## config.mk

```make
export PLATFORM = sky130hd
export DESIGN_NAME = apb_arb_master
export DESIGN_NICKNAME = d
export VERILOG_FILES = /design/src/rtl/apb_arb_master.sv
export SDC_FILE = /design/constraint.sdc
export NUM_CORES = 1
export LEC_CHECK = 0
export ABC_CLOCK_PERIOD_IN_PS = 2100
export CORE_UTILIZATION = 41
export CTS_CLUSTER_DIAMETER = 50
export DETAILED_ROUTE_END_ITERATION = 8
export MAX_ROUTING_LAYER = met4
export PLACE_DENSITY = 0.79
export REMOVE_ABC_BUFFERS = 1
export SYNTH_ARGS = -nofsm -noshare
export SYNTH_HDL_FRONTEND = slang
export SYNTH_SLANG_ARGS = --single-unit
```

## constraint.sdc

```tcl
create_clock -name i_clk -period 2.1 [get_ports i_clk]
set_input_delay 0.315 -clock i_clk [delete_from_list [all_inputs] [get_ports i_clk]]
set_output_delay 0.315 -clock i_clk [all_outputs]
set_load 0.01 [all_outputs]
```

## src/rtl/apb_arb_master.sv

```systemverilog
// apb_arb_master: two-requester round-robin arbiter driving a single APB master port.
module apb_arb_master #(
  parameter int ADDR_WIDTH = 7,
  parameter int DATA_WIDTH = 32,
  parameter int TIMEOUT    = 16
) (
  input  logic                  i_clk,
  input  logic                  i_rst_n,
  input  logic                  i_req0,
  input  logic                  i_req1,
  input  logic                  i_we0,
  input  logic                  i_we1,
  input  logic [ADDR_WIDTH-1:0] i_addr0,
  input  logic [ADDR_WIDTH-1:0] i_addr1,
  input  logic [DATA_WIDTH-1:0] i_wdata0,
  input  logic [DATA_WIDTH-1:0] i_wdata1,
  output logic                  o_ack0,
  output logic                  o_ack1,
  output logic [DATA_WIDTH-1:0] o_rdata0,
  output logic [DATA_WIDTH-1:0] o_rdata1,
  output logic                  o_err0,
  output logic                  o_err1,
  output logic                  o_busy,
  output logic [ADDR_WIDTH-1:0] o_PADDR,
  output logic                  o_PWRITE,
  output logic                  o_PSEL,
  output logic                  o_PENABLE,
  output logic [DATA_WIDTH-1:0] o_PWDATA,
  input  logic                  i_PREADY,
  input  logic [DATA_WIDTH-1:0] i_PRDATA,
  input  logic                  i_PSLVERR
);
  localparam int CW = $clog2(TIMEOUT + 1);
  typedef enum logic [1:0] {IDLE, SETUP, ACCESS} state_t;
  state_t        state;
  logic [CW-1:0] wait_cnt;
  logic          last, gnt, cand0, cand1, pick, done;
  // a requester still seeing its ack is dropping its request, so skip it
  always_comb begin
    cand0 = i_req0 & ~o_ack0;
    cand1 = i_req1 & ~o_ack1;
    pick  = (cand0 & cand1) ? ~last : cand1;
    done  = i_PREADY | (wait_cnt == CW'(TIMEOUT - 1));
  end
  assign o_busy = state != IDLE;
  always_ff @(posedge i_clk or negedge i_rst_n) begin
    if (!i_rst_n) begin
      state     <= IDLE;
      wait_cnt  <= '0;
      last      <= 1'b1;
      gnt       <= 1'b0;
      o_ack0    <= 1'b0;
      o_ack1    <= 1'b0;
      o_err0    <= 1'b0;
      o_err1    <= 1'b0;
      o_rdata0  <= '0;
      o_rdata1  <= '0;
      o_PADDR   <= '0;
      o_PWRITE  <= 1'b0;
      o_PSEL    <= 1'b0;
      o_PENABLE <= 1'b0;
      o_PWDATA  <= '0;
    end else begin
      o_ack0 <= 1'b0;
      o_ack1 <= 1'b0;
      o_err0 <= 1'b0;
      o_err1 <= 1'b0;
      case (state)
        IDLE: if (cand0 | cand1) begin
          gnt       <= pick;
          o_PADDR   <= pick ? i_addr1 : i_addr0;
          o_PWRITE  <= pick ? i_we1 : i_we0;
          o_PWDATA  <= pick ? i_wdata1 : i_wdata0;
          o_PSEL    <= 1'b1;
          o_PENABLE <= 1'b0;
          wait_cnt  <= '0;
          state     <= SETUP;
        end
        SETUP: begin
          o_PENABLE <= 1'b1;
          state     <= ACCESS;
        end
        ACCESS: if (done) begin
          // a timeout completes with err set and leaves rdata untouched
          if (gnt) begin
            o_ack1 <= 1'b1;
            o_err1 <= ~i_PREADY | i_PSLVERR;
            if (i_PREADY & ~o_PWRITE) o_rdata1 <= i_PRDATA;
          end else begin
            o_ack0 <= 1'b1;
            o_err0 <= ~i_PREADY | i_PSLVERR;
            if (i_PREADY & ~o_PWRITE) o_rdata0 <= i_PRDATA;
          end
          o_PSEL    <= 1'b0;
          o_PENABLE <= 1'b0;
          last      <= gnt;
          state     <= IDLE;
        end else begin
          wait_cnt <= wait_cnt + 1'b1;
        end
        default: state <= IDLE;
      endcase
    end
  end
endmodule
```

==> flow_metrics.py <==
metrics = {
    "sta": {
        "hold_violations": 0,
        "rsz0062_at_grt": "no",
        "worst_pin_slew_ns": 0.624,
        "maxSlewHeadroom_pct": 58.0,
        "drv_slew": 0,
        "whs_ns": 0.414,
        "setup_tns_ns": 0,
        "clock.fmax_mhz": 505,
        "setup_slack_ns": 0.121,
        "finalClockSkew_ns": 0.00755,
        "final.period_utilization_pct": 94.2,
        "period_minus_slack_ns": 1.98,
        "finalSetupViolCount": 0,
    },
    "floorplan": {
        "io_pins": 229,
        "die_w_um": 112,
        "die_h_um": 112,
        "initial_core_util_pct": 42.5,
        "core_area_sq_mm": 0.0116,
        "rows": 39,
        "die_area_sq_mm": 0.0124,
    },
    "power": {
        "powerDensity_mw_per_mm2": 1470,
        "clockPowerShare_pct": 24.9,
        "netSwitchingFraction_pct": 31.4,
        "p_int_mw": 8.14,
        "power_frac_comb_pct": 41.4,
        "vdd_drop_max_uv": 604,
        "power.leakage_nw": 3.49,
        "pwr-share-seq_pct": 33.7,
        "p_switching_mw": 3.73,
    },
    "setup_path": {
        "worst_path_max_delay_cell": "clkdlybuf4s50_1",
        "rrSetupSlack_ns": 0.17,
        "rr_worst_depth": 7,
        "worstReg2RegEnd": "wait_cnt[3]",
        "end_kind": "output pin",
        "arrival_ns": 1.66,
        "crit_type": "reg2out",
        "crit_path_cell_trace": "or2_1 > clkdlybuf4s50_1",
        "path_max_fanout": 11,
        "critical-path-max-stage-delay_ns": 0.50,
        "start_kind": "flip-flop",
        "r2r_start": "wait_cnt[0]",
        "crit_required_ns": 1.78,
        "cp_top_family": "buffers and inverters",
        "path_buf_inv": 1,
    },
    "synth": {
        "ys_types": 33,
        "synthFlopType": "dfrtp_1",
        "ys_warn_count": 0,
        "syn-cell-area_sq_mm": 0.00492,
        "synth_edf_count": 0,
        "avgSynthCellArea_sq_um": 11.7,
        "syn_inst": 421,
        "yosysSeqAreaShare_pct": 60.6,
        "synthArstFlopShare_pct": 100,
        "ys_ff_latch": 119,
    },
    "clocking": {
        "h-tree-depth": 4,
        "clk_path_buf_depth": 2,
        "clk_latency_ns": 0.40,
        "post_cts_buffers": 0,
        "cts_buffers": 17,
        "tritoncts": "built",
        "clk_pin_slew_ns": 0.05,
        "cts_root_buf": "clkbuf_16",
        "cts_sinks": 119,
    },
    "finish": {
        "antenna_cells": 0,
        "fillers": 844,
        "layout_common_cells": "clkdlybuf4s50_1, dfrtp_1, nand2_1, mux2_2, nor2_1",
        "area_delta_synth_final_pct": 63.7,
        "regArea_sq_mm": 0.00298,
        "drive_gt1_share_pct": 16.4,
        "layout_commonest_cell": "clkdlybuf4s50_1",
        "nets": 776,
        "multi_input_area_sq_mm": 0.00180,
    },
    "global_route": {
        "grt-ovfl-total": 0,
        "grt_pass1_vias": 4226,
        "grt_pass1_wl_um": 21400,
        "grt_usage_pct": 23.1,
        "grt_start_max_net_pins": 49,
        "antenna_found_initial": 0,
    },
    "worst_hold_path": {
        "holdCritPathClass": "in2async",
    },
    "place": {
        "dp.final_hpwl_um": 9560,
        "globalplace.congestion": 0.791,
        "pre_cts_slack_ns": 0.188,
        "io_buffer_count": 228,
    },
    "status": {
        "violations": "design-rule violations",
        "status": "finished with violations",
    },
    "route": {
        "dr.pass1.iters": 7,
        "viasPerCell": 5.00,
        "post_drt_wl_per_cell_um": 16.4,
        "wl_um": 13300,
        "remaining_drc_errors": 20,
        "drtAntennaViolNets": 0,
        "dr.first_iter.drc_count": 224,
        "num_vias": 4064,
    },
    "flow_run": {
        "maxCapViolCount": 0,
    },
}
==> worst max-delay path by stage <==
stage / from / endpoint / slack [ns] / depth (start not counted)
2_1_floorplan: o_ack0 / gnt / -0.42 / 3
3_3_place_gp: wait_cnt[0] / wait_cnt[3] / 0.25 / 7
3_5_place_dp: i_req1 / o_PADDR[3] / 0.19 / 6
4_1_cts: state[1] / o_busy / 0.11 / 2
5_1_grt: wait_cnt[0] / wait_cnt[3] / 0.06 / 7
6_report: state[1] / o_busy / 0.12 / 2
==> synth_stat cells (2+ instances only) <==
cell type	n	area share, %
inv_1	3	0.23
and3_1	3	0.38
mux2_2	57	13
dfrtp_1	118	60
o21ai_0	5	0.51
nand2_1	87	6.6
a31oi_1	40	5.1
clkbuf_1	7	0.53
buf_4	3	0.46
buf_2	12	1.2
a22o_1	4	0.71
nand2b_1	2	0.25
ha_1	2	0.51
buf_6	3	0.69
nor2_1	46	3.5
mux2_1	10	2.3
a21o_1	3	0.46
==> power by group through the flow <==
stage / clock, mW / combinational [mW] / sequential (mW)
finish: 2.95 / 4.91 / 4.00
CTS: 3.01 / 4.97 / 4.02
global placement: 0 / 4.82 / 3.97
global route: 3.12 / 5.26 / 4.15
floorplan: 0 / 1.56 / 4.41
detailed placement: 0 / 4.94 / 4.03
==> repair_timing <==
action	4_1_cts	5_1_grt
hold buffers	1	0
endpoints found under the setup margin	0	1
endpoints found under the hold margin	32	0
resized for setup	0	1
==> stage by stage <==
| stage | util, % | cells | instance area (sq um) | power (mW) |
|---|---|---|---|---|
| 2_1_floorplan | - | 396 | 4780 | 5.98 |
| 3_3_place_gp | 64.2 | 779 | 7420 | 8.79 |
| 3_5_place_dp | 64.2 | 779 | 7420 | 8.97 |
| 4_1_cts | 69.6 | 812 | 8050 | 12.0 |
| 5_1_grt | 69.6 | 812 | 8050 | 12.5 |
| 6_report | 69.6 | 812 | 8050 | 11.9 |
==> kinds of logic after synthesis <==
group | Yosys count | share of synthesized area [%]
simple gates | 147 | 12.7
flops | 119 | 60.6
mux | 67 | 15.3
compound gates | 57 | 7.63
buf+inv | 28 | 3.13
fa+ha+maj | 2 | 0.509
xor+xnor | 1 | 0.178
==> layer usage <==
metal | wire length [um] | GRT usage, % | vias up
met5 | 0 | - | -
met1 | 5490 | 27.0 | 1947
met3 | 1060 | 6.37 | 14
met2 | 6540 | 37.7 | 190
li1 | - | - | 1913
met4 | 194 | 9.10 | 0
==> state kept, by name, summed over array words and instances, names as in the netlist <==
signal / cells
o_ack1: 1
o_PWDATA: 32
last: 1
o_err1: 1
o_ack0: 1
o_PENABLE: 1
gnt: 1
o_rdata1: 32
o_PADDR: 7
o_PSEL: 1
state: 2
o_err0: 1
wait_cnt: 5
o_rdata0: 32
o_PWRITE: 1
==> area by class of cell <==
| cell class | count | share of cell area (%) |
|---|---|---|
| flip-flops and latches | 119 | 37.0 |
| repair buffers | 241 | 30.6 |
| multi-input cells | 274 | 22.4 |
| clock buffers | 18 | 5.45 |
| well taps | 143 | 2.22 |
| clock inverters | 14 | 2.16 |
| inverters | 3 | 0.140 |
(Power assumes the default switching activity.)
